<file path="src/rtl/uart_pkg.sv">
// Shared types and constants for the UART transmit path.
// The scheduler and the serializer both import this package so that the
// byte width, grant index width and bit timing stay in agreement.
package uart_pkg;

    // Scheduler state: waiting for a requester, or streaming one packet
    typedef enum logic {
        IDLE   = 1'b0,
        STREAM = 1'b1
    } sched_state_t;

    localparam int UART_BYTE_W  = 8;
    localparam int GRANT_ID_W   = 3;

    // 61.44 MHz / 115200 baud, rounded down; clock cycles per serial bit
    localparam int DELAY_FRAMES = 533;

endpackage

</file>
<file path="src/rtl/uart_tx_scheduler_rr_pick.sv">
// Combinational round-robin picker.
// Searches the request vector starting at the source after rr_ptr, wrapping
// around, and reports the first requesting source.
import uart_pkg::*;

module rr_pick #(
    parameter int NUM_REQ = 2
) (
    input  logic [NUM_REQ-1:0]    req,
    input  logic [GRANT_ID_W-1:0] rr_ptr,
    output logic                  found,
    output logic [GRANT_ID_W-1:0] index
);

    // Walk distances 1..NUM_REQ from rr_ptr; the first hit has priority
    always_comb begin
        found = 1'b0;
        index = '0;
        for (int k = 1; k <= NUM_REQ; k++) begin
            for (int j = 0; j < NUM_REQ; j++) begin
                if (!found && req[j] && (j == ((int'(rr_ptr) + k) % NUM_REQ))) begin
                    found = 1'b1;
                    index = GRANT_ID_W'(j);
                end
            end
        end
    end

endmodule

</file>
<file path="src/rtl/uart_tx_scheduler.sv">
// Packet-level round-robin scheduler sharing one UART byte transmitter
// among NUM_REQ message sources. A granted source keeps the transmitter
// until its last byte is taken or MAX_PKT_LEN bytes have gone through.
// Optional feature macro: UART_SCHED_TIMEOUT_EN releases a grant whose
// source has stalled for TIMEOUT_CYC cycles and pulses abort.
import uart_pkg::*;

module uart_tx_scheduler #(
    parameter int NUM_REQ     = 2,
    parameter int MAX_PKT_LEN = 16,
    parameter int TIMEOUT_CYC = 4096
) (
    input  logic                           clk,
    input  logic                           rst,
    input  logic [NUM_REQ-1:0]             req_valid,
    input  logic [UART_BYTE_W*NUM_REQ-1:0] req_data,
    input  logic [NUM_REQ-1:0]             req_last,
    output logic [NUM_REQ-1:0]             req_ready,
    output logic [UART_BYTE_W-1:0]         tx_data,
    output logic                           tx_valid,
    input  logic                           tx_ready,
    output logic [GRANT_ID_W-1:0]          grant_id,
    output logic                           busy,
    output logic                           pkt_trunc,
    output logic                           abort
);

    localparam int CNT_W = $clog2(MAX_PKT_LEN + 1);

    sched_state_t           state, state_nxt;
    logic [GRANT_ID_W-1:0]  grant_nxt;
    logic [GRANT_ID_W-1:0]  rr_ptr, rr_nxt;
    logic [CNT_W-1:0]       byte_cnt, cnt_nxt;
    logic                   trunc_nxt;

    logic                   pick_found;
    logic [GRANT_ID_W-1:0]  pick_idx;

    logic                   sel_valid;
    logic                   sel_last;
    logic [UART_BYTE_W-1:0] sel_data;
    logic                   xfer;
    logic                   stall_hit;

    rr_pick #(
        .NUM_REQ (NUM_REQ)
    ) u_rr_pick (
        .req    (req_valid),
        .rr_ptr (rr_ptr),
        .found  (pick_found),
        .index  (pick_idx)
    );

    // Select the granted source's byte, valid and last flag
    always_comb begin
        sel_valid = 1'b0;
        sel_last  = 1'b0;
        sel_data  = '0;
        for (int i = 0; i < NUM_REQ; i++) begin
            if (grant_id == GRANT_ID_W'(i)) begin
                sel_valid = req_valid[i];
                sel_last  = req_last[i];
                sel_data  = req_data[UART_BYTE_W*i +: UART_BYTE_W];
            end
        end
    end

    assign busy     = (state == STREAM);
    assign tx_valid = busy && sel_valid;
    assign tx_data  = busy ? sel_data : '0;
    assign xfer     = tx_valid && tx_ready;

    // Only the granted source sees the serializer's ready while streaming
    always_comb begin
        req_ready = '0;
        for (int i = 0; i < NUM_REQ; i++) begin
            if (busy && (grant_id == GRANT_ID_W'(i))) begin
                req_ready[i] = tx_ready;
            end
        end
    end

`ifdef UART_SCHED_TIMEOUT_EN
    localparam int STALL_W = $clog2(TIMEOUT_CYC + 1);

    logic [STALL_W-1:0] stall_cnt, stall_nxt;

    // The release fires on the TIMEOUT_CYC-th consecutive cycle without valid
    assign stall_hit = busy && !sel_valid && (stall_cnt == STALL_W'(TIMEOUT_CYC - 1));

    // Count stalled cycles of the granted source; any transfer or release clears it
    always_comb begin
        stall_nxt = stall_cnt;
        if (!busy || xfer || stall_hit) begin
            stall_nxt = '0;
        end else if (!sel_valid) begin
            stall_nxt = stall_cnt + STALL_W'(1);
        end
    end

    // Stall counter and the registered abort pulse
    always_ff @(posedge clk or posedge rst) begin
        if (rst) begin
            stall_cnt <= '0;
            abort     <= 1'b0;
        end else begin
            stall_cnt <= stall_nxt;
            abort     <= stall_hit;
        end
    end
`else
    logic unused_timeout_cfg;

    assign unused_timeout_cfg = |TIMEOUT_CYC;
    assign stall_hit          = 1'b0;
    assign abort              = 1'b0;
`endif

    // Arbitration in IDLE, packet tracking and release decisions in STREAM
    always_comb begin
        state_nxt = state;
        grant_nxt = grant_id;
        rr_nxt    = rr_ptr;
        cnt_nxt   = byte_cnt;
        trunc_nxt = 1'b0;
        case (state)
            IDLE: begin
                if (pick_found) begin
                    grant_nxt = pick_idx;
                    rr_nxt    = pick_idx;
                    cnt_nxt   = '0;
                    state_nxt = STREAM;
                end
            end
            STREAM: begin
                if (xfer) begin
                    cnt_nxt = byte_cnt + CNT_W'(1);
                    if (sel_last) begin
                        state_nxt = IDLE;
                    end else if (byte_cnt == CNT_W'(MAX_PKT_LEN - 1)) begin
                        state_nxt = IDLE;
                        trunc_nxt = 1'b1;
                    end
                end else if (stall_hit) begin
                    state_nxt = IDLE;
                end
            end
            default: begin
                state_nxt = IDLE;
            end
        endcase
    end

    // State and arbitration registers; pkt_trunc is a registered pulse
    always_ff @(posedge clk or posedge rst) begin
        if (rst) begin
            state     <= IDLE;
            grant_id  <= '0;
            rr_ptr    <= GRANT_ID_W'(NUM_REQ - 1);
            byte_cnt  <= '0;
            pkt_trunc <= 1'b0;
        end else begin
            state     <= state_nxt;
            grant_id  <= grant_nxt;
            rr_ptr    <= rr_nxt;
            byte_cnt  <= cnt_nxt;
            pkt_trunc <= trunc_nxt;
        end
    end

endmodule
</file>
<file path="config.mk">
export PLATFORM = sky130hd
export DESIGN_NAME = uart_tx_scheduler
export DESIGN_NICKNAME = d
export VERILOG_FILES = /design/src/rtl/uart_pkg.sv /design/src/rtl/uart_tx_scheduler_rr_pick.sv /design/src/rtl/uart_tx_scheduler.sv
export SDC_FILE = /design/constraint.sdc
export NUM_CORES = 1
export LEC_CHECK = 0
export ABC_CLOCK_PERIOD_IN_PS = 1850
export BUFFER_PORTS_ARGS = -buffer_cell sky130_fd_sc_hd__buf_2
export CAP_MARGIN = 10
export CORE_MARGIN = 2
export CORE_UTILIZATION = 41
export CTS_CLUSTER_DIAMETER = 60
export DETAILED_ROUTE_END_ITERATION = 10
export GPL_TIMING_DRIVEN = 0
export HOLD_SLACK_MARGIN = 0.05
export PLACE_DENSITY = 0.79
export REMOVE_ABC_BUFFERS = 1
export SLEW_MARGIN = 20
export SYNTH_ARGS = -nofsm -noshare
export SYNTH_HDL_FRONTEND = slang
export SYNTH_SLANG_ARGS = --single-unit
</file>
<file path="constraint.sdc">
create_clock -name clk -period 1.85 [get_ports clk]
set_input_delay 0.0925 -clock clk [delete_from_list [all_inputs] [get_ports clk]]
set_output_delay 0.0925 -clock clk [all_outputs]
set_load 0.1 [all_outputs]
</file>
# [Word-level counts from Yosys, hierarchy flattened]
# Cells that the tools add are included.
[totals] reg_bits=9 in_bits=23 elab_cells=64
[op_classes] addsub=3 eq_ne=6 muxes=28 bitwise_logic=3 reduce_logical=19
[ops] op="32-bit logical NOT" n=2
[ops] op="8-bit two-way mux" n=3
[ops] op="1-bit two-way mux" n=21
[ops] op="1-bit logical AND" n=11
[ops] op="5-bit two-way mux" n=2
[ops] op="5-bit case mux with 2 select lines" n=1
[ops] op="5-bit by 1-bit adder with 5-bit output (second input constant)" n=1
[ops] op="5-bit by 4-bit == test with 1-bit output (second input constant)" n=1
[ops] op="2-bit == test (first input constant)" n=2
[ops] op="2-bit AND reduction" n=2
[ops] op="1-bit logical NOT" n=3
[ops] op="3-bit logical NOT" n=1
[ops] op="1-bit adder (second input constant)" n=2
[ops] op="1-bit bitwise AND (first input constant)" n=2
[ops] op="2-bit by 1-bit != test with 1-bit output (second input constant)" n=1
[ops] op="2-bit != test (second input constant)" n=1
[ops] op="1-bit case mux with 2 select lines" n=1
[ops] op="1-bit == test (second input constant)" n=1
[ops] op="1-bit inverter" n=1

# [Logic depth before layout (Yosys ltp)]
[depth] ltp_word=19 mapped_depth=5 depth_no_buf=5

# [Cells and area by module]
# A second synthesis with hierarchy kept.
[hier_totals] hier_cells=87 hier_area_um2=813.3
[modules_own_cells] mod="uart_tx_scheduler" instances=1 cells_each=82 area_each_um2=780.7 seq_area_each_um2=276.5
[modules_own_cells] mod="rr_pick" instances=1 cells_each=5 area_each_um2=32.5 seq_area_each_um2=0.0

# [Worst setup path before layout]
# OpenSTA, ideal clock, no wires.
[synth_path] path_type="reg-to-output" start="reg grant_id[0]" end="out tx_data[0]" arrival_ps=2738 t_required_ps=1757 path_slack_ps=-981 stages_incl_launch_ff=5 cell_sequence="dfrtp_1 > buf_6 > buf_2 > mux2i_1 > nor2_1"
[synth_between] elab_chain_cells=4 elab_cells_between_ends=5 classes_between="eq/ne: 1; mux: 3; reduce/logical: 1"
[synth_rtl] element="from (decl)" line_no="uart_tx_scheduler.sv:22" text="output logic [GRANT_ID_W-1:0] grant_id,"
[synth_rtl] element="from (signal assigned)" line_no="uart_tx_scheduler.sv:164" text="grant_id <= grant_nxt;"
[synth_rtl] element="3-bit logical NOT" line_no="uart_tx_scheduler.sv:60" text="if (grant_id == GRANT_ID_W'(i)) begin"
[synth_rtl] element="8-bit two-way mux" line_no="uart_tx_scheduler.sv:60"
[synth_rtl] element="8-bit two-way mux (*)" line_no="uart_tx_scheduler.sv:60"
[synth_rtl] element="8-bit two-way mux (*)" line_no="uart_tx_scheduler.sv:70" text="assign tx_data = busy ? sel_data : '0;"
[synth_rtl] element="to (decl)" line_no="uart_tx_scheduler.sv:19" text="output logic [UART_BYTE_W-1:0] tx_data,"
# Every way passes the cells marked *; elsewhere a longest branch is shown, timed or not.

# [Worst setup path in the final report]
[layout_path] start="reg grant_id[0]" end="out tx_valid"
[layout_between] elab_chain_cells=4 elab_cells_between_ends=5 classes_between="eq/ne: 1; mux: 2; reduce/logical: 2"
[layout_rtl] element="3-bit logical NOT" line_no="uart_tx_scheduler.sv:60"
[layout_rtl] element="1-bit two-way mux" line_no="uart_tx_scheduler.sv:60"
[layout_rtl] element="1-bit two-way mux (*)" line_no="uart_tx_scheduler.sv:60"
[layout_rtl] element="1-bit logical AND (*)" line_no="uart_tx_scheduler.sv:69" text="assign tx_valid = busy && sel_valid;"
[layout_rtl] element="to (decl)" line_no="uart_tx_scheduler.sv:20" text="output logic tx_valid,"
# Marked as above.

==> summary.md <==
| Metric | Value |
|---|---|
| Outcome | `finished clean` |
| Arr. time, crit path | `~1.6 ns` |
| Fraction of layout cells with a size suffix above 1 | `0.418` |
| Routed len/inst | `12.0 µm` |
| Die X | `approximately 44 µm` |
| Post-route setup TNS | `0 ns` |
| Avg Inst Size Synth | `about 9.4 µm²` |
| Synth area leaders | `dfrtp_1 (30%), mux2i_1 (14%), nor2_1 (5.6%), a2111oi_4 (4.1%), dfstp_2 (4.0%)` |
| Placed instance area | `approximately 830 µm²` |
| Vias | `roughly 630` |
| NumNets Final | `approximately 140` |
| Drt first pass iters | `4` |
| Critical Path Sink | `tx_valid` |
| Final Skew | `around 0.0073 ns` |
| Top-area cell type share of the netlist area | `0.301` |
| Residual DRC | `0` |
| DRT antenna net count | `0` |
| Ys Warns | `0` |
| Register area share after synthesis | `0.341` |
| Overall routing resource usage | `0.167` |
| Core Region | `~0.0015 mm²` |
| Initial antenna violation count | `0` |
| Vias per cell | `roughly 5.0` |
| Clk_lat worst skew | `~0.27 ns` |
| Initial core utilization | `0.441` |
| Leading cell types in the layout, fill and taps excluded | `buf_2 (36), nor2_1 (10), mux2i_1 (9)` |
| # port buffers | `36` |
| CP startpoint kind | `register` |
| # setup viols final | `0` |
| Flip-flop and latch area | `228 µm²` |
| Hold WC Path Type | `primary input to register` |
| Cell taking the most area after synthesis | `dfrtp_1` |
| Crit end category | `output pin` |
| Predominant post-synthesis flop cell | `dfrtp_1` |
| Final instance area | `about 880 µm²` |
| Clock transition at path regs | `roughly 0.070 ns` |
| Cells after Synth | `~70` |
| Hold Path Cell Cnt | `2` |
| Yosys cell types | `30` |
| Netlist Area Pre-Place | `between 600 and 700 µm²` |
| H-Tree Depth | `1` |
| Clock sink count | `9` |
| Post-synth EDFFs | `0` |
| Fillers | `approximately 140` |
| Unrepaired setup endpoints after global routing | `false` |
| Row count | `14` |
| Final critical-path required period | `around 1.7 ns` |
| Asr flop ratio synth | `1.00` |
| Peak Freq | `approximately 580 MHz` |
| Ant. Diodes | `0` |
| Dpl hpwl | `about 1200 µm` |
| TritonCTS clock tree | `yes` |
| GP Congestion | `between 0.7 and 0.8` |
| GRT overflow | `0` |
| Crit. Startpoint | `grant_id[0]` |
| Crit Path Class | `register to output pin` |
| TritonCTS Buffers | `3` |
| Total Wirelength | `between 1500 and 2000 µm` |
| Io pins | `40` |
| R2R depth | `3` |
| Crit Reg-Reg Endpoint | `pkt_trunc` |
| Number of global-route vias before repair | `609` |
| Setup bufs post-CTS | `0` |
| First-pass GRT wire length | `between 2000 and 2500 µm` |
| Largest net degree at the start of global routing | `18` |
| Yosys reg bits | `9` |
| Worst reg-to-reg setup slack | `roughly 0.41 ns` |
| Worst r2r src | `grant_id[0]` |
| CTS Buffer Depth | `2` |
| Die Y | `around 44 µm` |
| Multi-input gate area | `388 µm²` |
| Worst Path Required | `1.76 ns` |
| Tcrit/Tclk final | `0.931` |
| Syn-to-layout area delta | `32.6%` |
| Commonest non-fill, non-tap cell in the layout | `buf_2` |
| Root buffer cell | `clkbuf_4` |
| Crit path max fanout | `17` |
| Max Cap Viol | `0` |
| Initial DRC count | `9` |
| Final Max Slew Viols | `0` |
| Final Hold Viols | `0` |
| Die ar. | `slightly below 0.002 mm²` |
## state kept, by name (all words and copies together) (netlist names)
| name | count |
|---|---|
| rr_ptr | 1 |
| byte_cnt | 5 |
| busy | 1 |
| pkt_trunc | 1 |
| grant_id | 1 |
## metrics by stage
stage	util	instances	hold WS (ns)	setup WS (ns)
after floorplan	-	68	-0.0803	-1.13
after global placement	0.553	120	0.0618	0.178
after detailed placement	0.553	120	0.0771	0.159
after CTS	0.585	126	0.126	0.129
after global routing	0.585	126	0.150	0.0409
final	0.585	126	0.130	0.128
## metal layers
layer	global-route usage	vias to the layer above	share of wire
met1	0.197	264	0.44
met2	0.297	40	0.46
met4	0.0727	0	0.013
met3	0.0245	2	0.092
met5	0	-	0
li1	-	321	-
## worst min-delay path by stage
stage / endpoint / slack (ns) / start
after floorplan: busy / -0.08 / rst
after CTS: busy / 0.13 / req_valid[1]
after global routing: busy / 0.15 / req_valid[1]
after detailed placement: pkt_trunc / 0.08 / rst
after global placement: pkt_trunc / 0.06 / rst
final: busy / 0.13 / req_valid[1]
## worst max-delay path, stage by stage (launching register included)
cell     delay [ns]
dfrtp_2        0.63
mux2i_1        0.18
nor2_1         0.12
buf_2          0.43
## synth_stat cells (2+ instances only)
| cell | count |
|---|---|
| nor2_1 | 10 |
| mux2i_1 | 9 |
| dfrtp_1 | 8 |
| nand2_1 | 7 |
| inv_1 | 4 |
| o22ai_1 | 4 |
| buf_4 | 3 |
| and3_1 | 2 |
| ha_1 | 2 |
| nand2b_1 | 2 |
## timing repair
| item | in CTS | in global routing |
|---|---|---|
| gates resized for setup | 1 | 0 |
| endpoints found under the setup margin | 10 | 0 |
| hold buffers | 2 | 0 |
| endpoints found under the hold margin | 9 | 0 |
## cell families after synthesis
| logic type | Yosys count | synth area share |
|---|---|---|
| AO/OA/AOI/OAI | 13 | 0.168 |
| XOR/XNOR | 1 | 0.0132 |
| adder cells (fa/ha/maj) | 2 | 0.0377 |
| buffers and inverters | 10 | 0.0866 |
| flip-flops | 9 | 0.341 |
| multiplexers | 10 | 0.158 |
| other | 1 | 0.00564 |
| AND/OR/NAND/NOR | 25 | 0.190 |
## cell type report
type / count / area share
flip-flops and latches: 9 / 0.259
repair buffers: 38 / 0.227
multi-input cells: 54 / 0.440
clock buffers: 4 / 0.0298
inverters: 5 / 0.0213
well taps: 16 / 0.0227
Power is left out: the tool's default activity adds up to more than one toggle a clock period on the data nets, which glitch-free logic cannot reach.
